`src/rtl/wb_result_stage_if.sv`:
```
// MEM/WB handshake, load-return and register-file write bundle for wb_result_stage.
// The MEM side and memory drive through 'master'; the writeback stage itself uses 'slave'.
interface wb_result_stage_if #(
   parameter int XLEN = 32,
   parameter int OFFW = $clog2(XLEN / 8)
);
   logic            in_valid;
   logic            in_ready;
   logic [2:0]      in_result_src;
   logic            in_reg_write;
   logic [4:0]      in_rd;
   logic [XLEN-1:0] in_alu_result;
   logic [XLEN-1:0] in_pc;
   logic [XLEN-1:0] in_imm;
   logic [2:0]      in_funct3;
   logic [OFFW-1:0] in_addr_lo;
   logic            mem_rvalid;
   logic [XLEN-1:0] mem_rdata;
   logic            wb_en;
   logic [4:0]      wb_rd;
   logic [XLEN-1:0] wb_data;
   logic            load_err;

   modport master (
      output in_valid, in_result_src, in_reg_write, in_rd, in_alu_result,
             in_pc, in_imm, in_funct3, in_addr_lo, mem_rvalid, mem_rdata,
      input  in_ready, wb_en, wb_rd, wb_data, load_err
   );

   modport slave (
      input  in_valid, in_result_src, in_reg_write, in_rd, in_alu_result,
             in_pc, in_imm, in_funct3, in_addr_lo, mem_rvalid, mem_rdata,
      output in_ready, wb_en, wb_rd, wb_data, load_err
   );
endinterface

```
`src/rtl/wb_result_stage.sv`:
```
// Registered writeback stage: five-way result select, load extension and a bounded wait for slow loads.
// Define WB_BYPASS_EN to add the byp_valid/byp_rd/byp_data forwarding outputs.
module wb_result_stage #(
   parameter int XLEN         = 32,
   parameter int OFFW         = $clog2(XLEN / 8),
   parameter int LOAD_TIMEOUT = 16
) (
   input  logic            clk,
   input  logic            rst,
   wb_result_stage_if.slave bus
`ifdef WB_BYPASS_EN
   ,
   output logic            byp_valid,
   output logic [4:0]      byp_rd,
   output logic [XLEN-1:0] byp_data
`endif
);

   localparam int IDXW = $clog2(XLEN);
   localparam int CNTW = (LOAD_TIMEOUT > 1) ? $clog2(LOAD_TIMEOUT) : 1;
   localparam logic [CNTW-1:0] CNT_LAST = CNTW'(LOAD_TIMEOUT - 1);

   localparam logic [2:0] SRC_LOAD  = 3'b001;
   localparam logic [2:0] SRC_PC4   = 3'b010;
   localparam logic [2:0] SRC_IMM   = 3'b011;
   localparam logic [2:0] SRC_AUIPC = 3'b100;

   typedef enum logic {
      IDLE = 1'b0,
      WAIT = 1'b1
   } state_t;

   state_t          r_state;
   logic [CNTW-1:0] r_cnt;
   logic [4:0]      r_rd;
   logic            r_regWrite;
   logic [2:0]      r_funct3;
   logic [OFFW-1:0] r_addrLo;
   logic            r_wbEn;
   logic [4:0]      r_wbRd;
   logic [XLEN-1:0] r_wbData;
   logic            r_loadErr;

   logic [XLEN-1:0] w_result;
   logic [XLEN-1:0] w_waitData;
   logic            w_slowLoad;

   // Picks the addressed byte/half/word out of the raw memory word and extends it by funct3.
   function automatic logic [XLEN-1:0] extendLoad(
      input logic [2:0]      f3,
      input logic [OFFW-1:0] lo,
      input logic [XLEN-1:0] d
   );
      logic [IDXW-1:0] bIdx;
      logic [IDXW-1:0] hIdx;
      logic [IDXW-1:0] wIdx;
      logic [7:0]      b;
      logic [15:0]     h;
      logic [31:0]     w;
      logic [XLEN-1:0] res;
      bIdx = {lo, 3'b000};
      hIdx = {lo[OFFW-1:1], 4'b0000};
      wIdx = '0;
      if (XLEN == 64) begin
         wIdx = IDXW'({lo[OFFW-1], 5'b00000});
      end
      b = d[bIdx +: 8];
      h = d[hIdx +: 16];
      w = d[wIdx +: 32];
      case (f3)
         3'b000:  res = XLEN'($signed(b));
         3'b100:  res = XLEN'(b);
         3'b001:  res = XLEN'($signed(h));
         3'b101:  res = XLEN'(h);
         3'b010:  res = (XLEN == 64) ? XLEN'($signed(w)) : d;
         3'b110:  res = (XLEN == 64) ? XLEN'(w) : d;
         default: res = d;
      endcase
      return res;
   endfunction

   always_comb begin
      w_result = bus.in_alu_result;
      case (bus.in_result_src)
         SRC_LOAD:  w_result = extendLoad(bus.in_funct3, bus.in_addr_lo, bus.mem_rdata);
         SRC_PC4:   w_result = bus.in_pc + XLEN'(4);
         SRC_IMM:   w_result = bus.in_imm;
         SRC_AUIPC: w_result = bus.in_pc + bus.in_imm;
         default:   w_result = bus.in_alu_result;
      endcase
   end

   assign w_waitData = extendLoad(r_funct3, r_addrLo, bus.mem_rdata);
   assign w_slowLoad = (bus.in_result_src == SRC_LOAD) && !bus.mem_rvalid;

   assign bus.in_ready = (r_state == IDLE);
   assign bus.wb_en    = r_wbEn;
   assign bus.wb_rd    = r_wbRd;
   assign bus.wb_data  = r_wbData;
   assign bus.load_err = r_loadErr;

   // wb_rd/wb_data only move on a real write, so they hold through x0 writes and idle cycles.
   always_ff @(posedge clk) begin
      if (rst) begin
         r_state    <= IDLE;
         r_cnt      <= '0;
         r_rd       <= '0;
         r_regWrite <= 1'b0;
         r_funct3   <= '0;
         r_addrLo   <= '0;
         r_wbEn     <= 1'b0;
         r_wbRd     <= '0;
         r_wbData   <= '0;
         r_loadErr  <= 1'b0;
      end else begin
         r_wbEn    <= 1'b0;
         r_loadErr <= 1'b0;
         case (r_state)
            IDLE: begin
               if (bus.in_valid) begin
                  if (w_slowLoad) begin
                     r_rd       <= bus.in_rd;
                     r_regWrite <= bus.in_reg_write;
                     r_funct3   <= bus.in_funct3;
                     r_addrLo   <= bus.in_addr_lo;
                     r_cnt      <= '0;
                     r_state    <= WAIT;
                  end else if (bus.in_reg_write && (bus.in_rd != 5'd0)) begin
                     r_wbEn   <= 1'b1;
                     r_wbRd   <= bus.in_rd;
                     r_wbData <= w_result;
                  end
               end
            end
            WAIT: begin
               // A late rvalid on the final allowed cycle still beats the timeout.
               if (bus.mem_rvalid) begin
                  r_state <= IDLE;
                  if (r_regWrite && (r_rd != 5'd0)) begin
                     r_wbEn   <= 1'b1;
                     r_wbRd   <= r_rd;
                     r_wbData <= w_waitData;
                  end
               end else if (r_cnt == CNT_LAST) begin
                  r_state   <= IDLE;
                  r_loadErr <= 1'b1;
               end else begin
                  r_cnt <= r_cnt + CNTW'(1);
               end
            end
            default: r_state <= IDLE;
         endcase
      end
   end

`ifdef WB_BYPASS_EN
   logic            r_bypValid;
   logic [4:0]      r_bypRd;
   logic [XLEN-1:0] r_bypData;

   always_ff @(posedge clk) begin
      if (rst) begin
         r_bypValid <= 1'b0;
         r_bypRd    <= '0;
         r_bypData  <= '0;
      end else begin
         r_bypValid <= r_wbEn && !r_loadErr;
         r_bypRd    <= r_wbRd;
         r_bypData  <= r_wbData;
      end
   end

   assign byp_valid = r_bypValid;
   assign byp_rd    = r_bypRd;
   assign byp_data  = r_bypData;
`endif

endmodule

```
`src/flat_wrapper.sv`:
```
// flat-port wrapper written by rule: the top's interface ports become plain ports
module wb_result_stage_flat 
#(
   parameter int XLEN         = 32,
   parameter int OFFW         = $clog2(XLEN / 8),
   parameter int LOAD_TIMEOUT = 16
)
  (clk, rst, bus_in_valid, bus_in_result_src, bus_in_reg_write, bus_in_rd, bus_in_alu_result, bus_in_pc, bus_in_imm, bus_in_funct3, bus_in_addr_lo, bus_mem_rvalid, bus_mem_rdata, bus_in_ready, bus_wb_en, bus_wb_rd, bus_wb_data, bus_load_err);
  wb_result_stage_if #(.XLEN(XLEN), .OFFW(OFFW)) bus_i ();
  input  logic clk;
  input  logic rst;
  input wire logic [$bits(bus_i.in_valid)-1:0] bus_in_valid;
  input wire logic [$bits(bus_i.in_result_src)-1:0] bus_in_result_src;
  input wire logic [$bits(bus_i.in_reg_write)-1:0] bus_in_reg_write;
  input wire logic [$bits(bus_i.in_rd)-1:0] bus_in_rd;
  input wire logic [$bits(bus_i.in_alu_result)-1:0] bus_in_alu_result;
  input wire logic [$bits(bus_i.in_pc)-1:0] bus_in_pc;
  input wire logic [$bits(bus_i.in_imm)-1:0] bus_in_imm;
  input wire logic [$bits(bus_i.in_funct3)-1:0] bus_in_funct3;
  input wire logic [$bits(bus_i.in_addr_lo)-1:0] bus_in_addr_lo;
  input wire logic [$bits(bus_i.mem_rvalid)-1:0] bus_mem_rvalid;
  input wire logic [$bits(bus_i.mem_rdata)-1:0] bus_mem_rdata;
  output wire logic [$bits(bus_i.in_ready)-1:0] bus_in_ready;
  output wire logic [$bits(bus_i.wb_en)-1:0] bus_wb_en;
  output wire logic [$bits(bus_i.wb_rd)-1:0] bus_wb_rd;
  output wire logic [$bits(bus_i.wb_data)-1:0] bus_wb_data;
  output wire logic [$bits(bus_i.load_err)-1:0] bus_load_err;
  assign bus_i.in_valid = bus_in_valid;
  assign bus_i.in_result_src = bus_in_result_src;
  assign bus_i.in_reg_write = bus_in_reg_write;
  assign bus_i.in_rd = bus_in_rd;
  assign bus_i.in_alu_result = bus_in_alu_result;
  assign bus_i.in_pc = bus_in_pc;
  assign bus_i.in_imm = bus_in_imm;
  assign bus_i.in_funct3 = bus_in_funct3;
  assign bus_i.in_addr_lo = bus_in_addr_lo;
  assign bus_i.mem_rvalid = bus_mem_rvalid;
  assign bus_i.mem_rdata = bus_mem_rdata;
  assign bus_in_ready = bus_i.in_ready;
  assign bus_wb_en = bus_i.wb_en;
  assign bus_wb_rd = bus_i.wb_rd;
  assign bus_wb_data = bus_i.wb_data;
  assign bus_load_err = bus_i.load_err;
  wb_result_stage #(.XLEN(XLEN), .OFFW(OFFW), .LOAD_TIMEOUT(LOAD_TIMEOUT)) u_core (.clk(clk), .rst(rst), .bus(bus_i));
endmodule
```
`config.mk`:
```
export PLATFORM = sky130hd
export DESIGN_NAME = wb_result_stage_flat
export DESIGN_NICKNAME = d
export VERILOG_FILES = /design/src/rtl/wb_result_stage_if.sv /design/src/rtl/wb_result_stage.sv /design/src/flat_wrapper.sv
export SDC_FILE = /design/constraint.sdc
export NUM_CORES = 1
export LEC_CHECK = 0
export BUFFER_PORTS_ARGS = -buffer_cell sky130_fd_sc_hd__buf_4
export CORE_MARGIN = 4
export CORE_UTILIZATION = 55
export DETAILED_ROUTE_END_ITERATION = 12
export GPL_TIMING_DRIVEN = 1
export PLACE_DENSITY = 0.91
export SLEW_MARGIN = 0
export SYNTH_ARGS = -nofsm -noshare
export SYNTH_HDL_FRONTEND = slang
export SYNTH_SLANG_ARGS = --single-unit
```
`constraint.sdc`:
```
create_clock -name clk -period 4.2 [get_ports clk]
set_clock_uncertainty 0.2 [all_clocks]
set_input_delay 0.84 -clock clk [delete_from_list [all_inputs] [get_ports clk]]
set_output_delay 0.84 -clock clk [all_outputs]
set_load 0.02 [all_outputs]
```
==> metrics.cfg <==
[status]
status=finished clean

[critical_path]
worstSetupEndpointType=register
slowest_delay_ps=460
path_common_cell=buf_4
crit_type=input pin to register
crit_required_ps=4190
cp_top_family=compound AO/OA/AOI/OAI gates
crit_slowest_cell=o31ai_1
cp-start-kind=input pin
critical_path_arrival_ps=3670
critical_path_buf_inv_count=4
cp_max_fo=4
worstPathCellList=buf_4 > ha_1 > inv_1 > fa_1 > nor2b_1 > o31a_1 > o41a_1 > nor4_1 > buf_4 > o31ai_1 > a21oi_1 > buf_4 > o21a_1 > o31ai_1 > nand2_1

[drt]
via_per_inst=6.88
drt_iter0_markers=1350
wl_per_cell_um=22.0
drcViolationCount=0
wl_um=28300
final_antenna_net_count=0
vias=8874
dr.pass1.iters=8

[timing]
finalSetupTns_ps=0
tightest_slew_ps=1110
min_period_ps=3680
fmax_mhz=272
setup_slack_ps=524
hold_viol=0
finalSetupViolCount=0
fin_crit_sh_pct=87.5
rsz0062_at_grt=false
finalMaxSlewViolations=0
slew_headroom_pct=26.1

[power_and_ir_drop]
p_per_area_nw_per_um2=223
finalPower_w=0.00185
power_leakage_nw=3.45
peakVddDrop_mv=0.172

[grt]
track_usage_pct=38.1
grt_pass1_vias=8138
grt_antenna_before_repair=0
grt_max_degree=43
grt_pass1_wl_um=43000
grt_remaining_overflow=0

[cts]
numCtsBuffers=5
cts.htree.levels=2
cts-root-buf=clkbuf_16
cts.clk_slew.worst_paths_ps=70
clkSinkCount=55
cts_tree=yes
cts_resized=0
clockBufferDepth=2
clock_latency_ps=300
holdBufCountCts=0
cts_setup_buffers=0

[die]
die_w_um=118
rows=40
die_y_um=118
initial_core_util_pct=56.1
dieArea_um2=14000
coreArea_um2=12000
io_pins=186

[place]
place_congestion=1.04
port_buffers=185
place_area_um2=8190
hpwlAfterDp_um=22300
pre_cts_ws_ps=289

[logic_synthesis]
ys_seq_area_share_pct=16.4
synth_edf_count=0
synthSimpleGateAreaFrac_pct=24.4
yosys_most_used_dff=dfxtp_1
synthAdderAreaFrac_pct=6.45
yosys_warnings=0
muxShareOfSynthArea_pct=3.80
async_reset_ff_share_pct=0
synth_top_family_by_area=compound AO/OA/AOI/OAI gates
synthesis.instances=995
synth_compound_area_share_pct=36.8
syn_avg_cell_area_um2=6.75
synth_area_um2=6710
yosysUniqueCellTypes=66
synthXorXnorAreaFrac_pct=6.52
syn_nets=1175
synth-seq-cells=55

[job]
cap_violations=0

[final_layout]
fin_area_um2=8330
utilization_pct=69.7
nFillCells=1079
syn2layout_area_growth_pct=24.2
final_layout_size_suffix_gt1_share_pct=20.2
antennaDiodeCount=0
nets=1321

[worst_hold_path]
hold_path.class=register to register

==> layer usage <==
layer,global-route usage [%],vias to the layer above,share of wire [%]
met1,48.2,4002,37
met4,21.9,0,6.6
met3,9.43,146,12
met2,59.1,712,44
met5,0,-,0
li1,-,4014,-
==> registers in the layout (all words and copies together) (netlist names) <==
register	count
u_core.r_rd	5
u_core.r_funct3	3
u_core.r_addrLo	2
u_core.bus.load_err	1
u_core.r_regWrite	1
u_core.bus.wb_en	1
u_core.bus.wb_rd	5
u_core.r_cnt	4
u_core.r_state	1
u_core.bus.wb_data	32
==> cell usage in the layout, fill, tap and decap left out, types with 6 or more instances in the layout <==
| master | netlist | final |
|---|---|---|
| a211oi_1 | 22 | 22 |
| nor3_1 | 36 | 36 |
| nand4_1 | 17 | 17 |
| or2_2 | 6 | 6 |
| a22oi_1 | 11 | 11 |
| mux2i_1 | 12 | 12 |
| a21o_1 | 16 | 16 |
| and3_1 | 6 | 6 |
| a221o_1 | 7 | 7 |
| o2111ai_1 | 6 | 6 |
| o22ai_1 | 14 | 14 |
| nand2_1 | 122 | 122 |
| or3_1 | 6 | 6 |
| nand3_1 | 25 | 25 |
| inv_1 | 30 | 30 |
| nor2_1 | 91 | 91 |
| a2111oi_0 | 6 | 6 |
| o31ai_1 | 9 | 9 |
| nor4_1 | 6 | 6 |
| xor2_1 | 18 | 18 |
| o221ai_1 | 6 | 6 |
| a21oi_1 | 124 | 124 |
| o211ai_1 | 13 | 13 |
| buf_4 | 1 | 207 |
| ha_1 | 33 | 33 |
| nand2b_1 | 10 | 10 |
| xnor2_1 | 32 | 32 |
| nor2b_1 | 14 | 14 |
| dfxtp_1 | 55 | 55 |
| and2_1 | 11 | 11 |
| o21a_1 | 8 | 8 |
| a221oi_1 | 18 | 18 |
| o21ai_0 | 74 | 74 |
| o21bai_1 | 6 | 6 |
==> layout make-up <==
| class | instances | area, um2 | area share (%) |
|---|---|---|---|
| Multi-Input combinational cell | 842 | 5240 | 62.8 |
| Timing Repair Buffer | 207 | 1550 | 18.6 |
| Sequential cell | 55 | 1100 | 13.2 |
| Tap cell | 147 | 184 | 2.21 |
| Clock buffer | 5 | 125 | 1.50 |
| Inverter | 30 | 113 | 1.35 |
| Clock inverter | 3 | 20.0 | 0.240 |
==> cell usage after synthesis (8+ instances only) <==
master | number | area [um2]
xor2_1 | 18 | 158
nor2_1 | 91 | 342
o21a_1 | 8 | 60.1
a221oi_1 | 18 | 158
a21o_1 | 16 | 120
o211ai_1 | 13 | 97.6
nand2_1 | 122 | 458
inv_1 | 30 | 113
o22ai_1 | 14 | 87.6
ha_1 | 33 | 413
xnor2_1 | 32 | 280
a22oi_1 | 11 | 82.6
nand4_1 | 17 | 106
a21oi_1 | 124 | 621
clkbuf_1 | 63 | 236
and2_1 | 11 | 68.8
o21ai_0 | 74 | 370
nor2b_1 | 14 | 87.6
nand3_1 | 25 | 125
mux2i_1 | 12 | 120
nor3_1 | 36 | 180
o31ai_1 | 9 | 67.6
a211oi_1 | 22 | 165
dfxtp_1 | 55 | 1100
nand2b_1 | 10 | 62.6
==> worst paths after layout <==
| kind | start | endpoint | slack [ps] | cells past startpoint |
|---|---|---|---|---|
| hold / removal | u_core.bus.wb_data[28] | u_core.bus.wb_data[28] | 250 | 2 |
| hold reg to reg | u_core.bus.wb_data[28] | u_core.bus.wb_data[28] | 250 | 2 |
| setup / recovery | bus_in_imm[0] | u_core.bus.wb_data[28] | 520 | 15 |
| setup reg to reg | u_core.r_state | u_core.bus.wb_data[27] | 1110 | 8 |
==> power breakdown <==
part | switching [W] | internal [W] | leakage, nW | total (W)
clock | 0.000198 | 0.000220 | 0.0658 | 0.000419
combinational | 0.000515 | 0.000357 | 2.93 | 0.000871
sequential | 0.0000176 | 0.000547 | 0.448 | 0.000565
==> through the flow <==
step	hold slack, ps	cells
detailed placement	234	1281
CTS	243	1289
global route	256	1289
finish	245	1289
global placement	238	1281
floorplan	237	995
==> worst reg2reg max path, delay by kind of cell (launching register included) <==
kind / cells / cell delay, ps
AND/OR/NAND/NOR: 5 / 1620
AO/OA/AOI/OAI: 3 / 600
flip-flops: 1 / 620
==> logic make-up after synthesis <==
logic type | count (synthesis)
AOI/OAI and AO/OA | 382
xor gates and xnor gates | 50
adders and majority gates | 34
buffers and inverters | 98
DFF | 55
muxes | 19
and+or+nand+nor | 357
No activity file was read; power rests on OpenSTA's default activity.
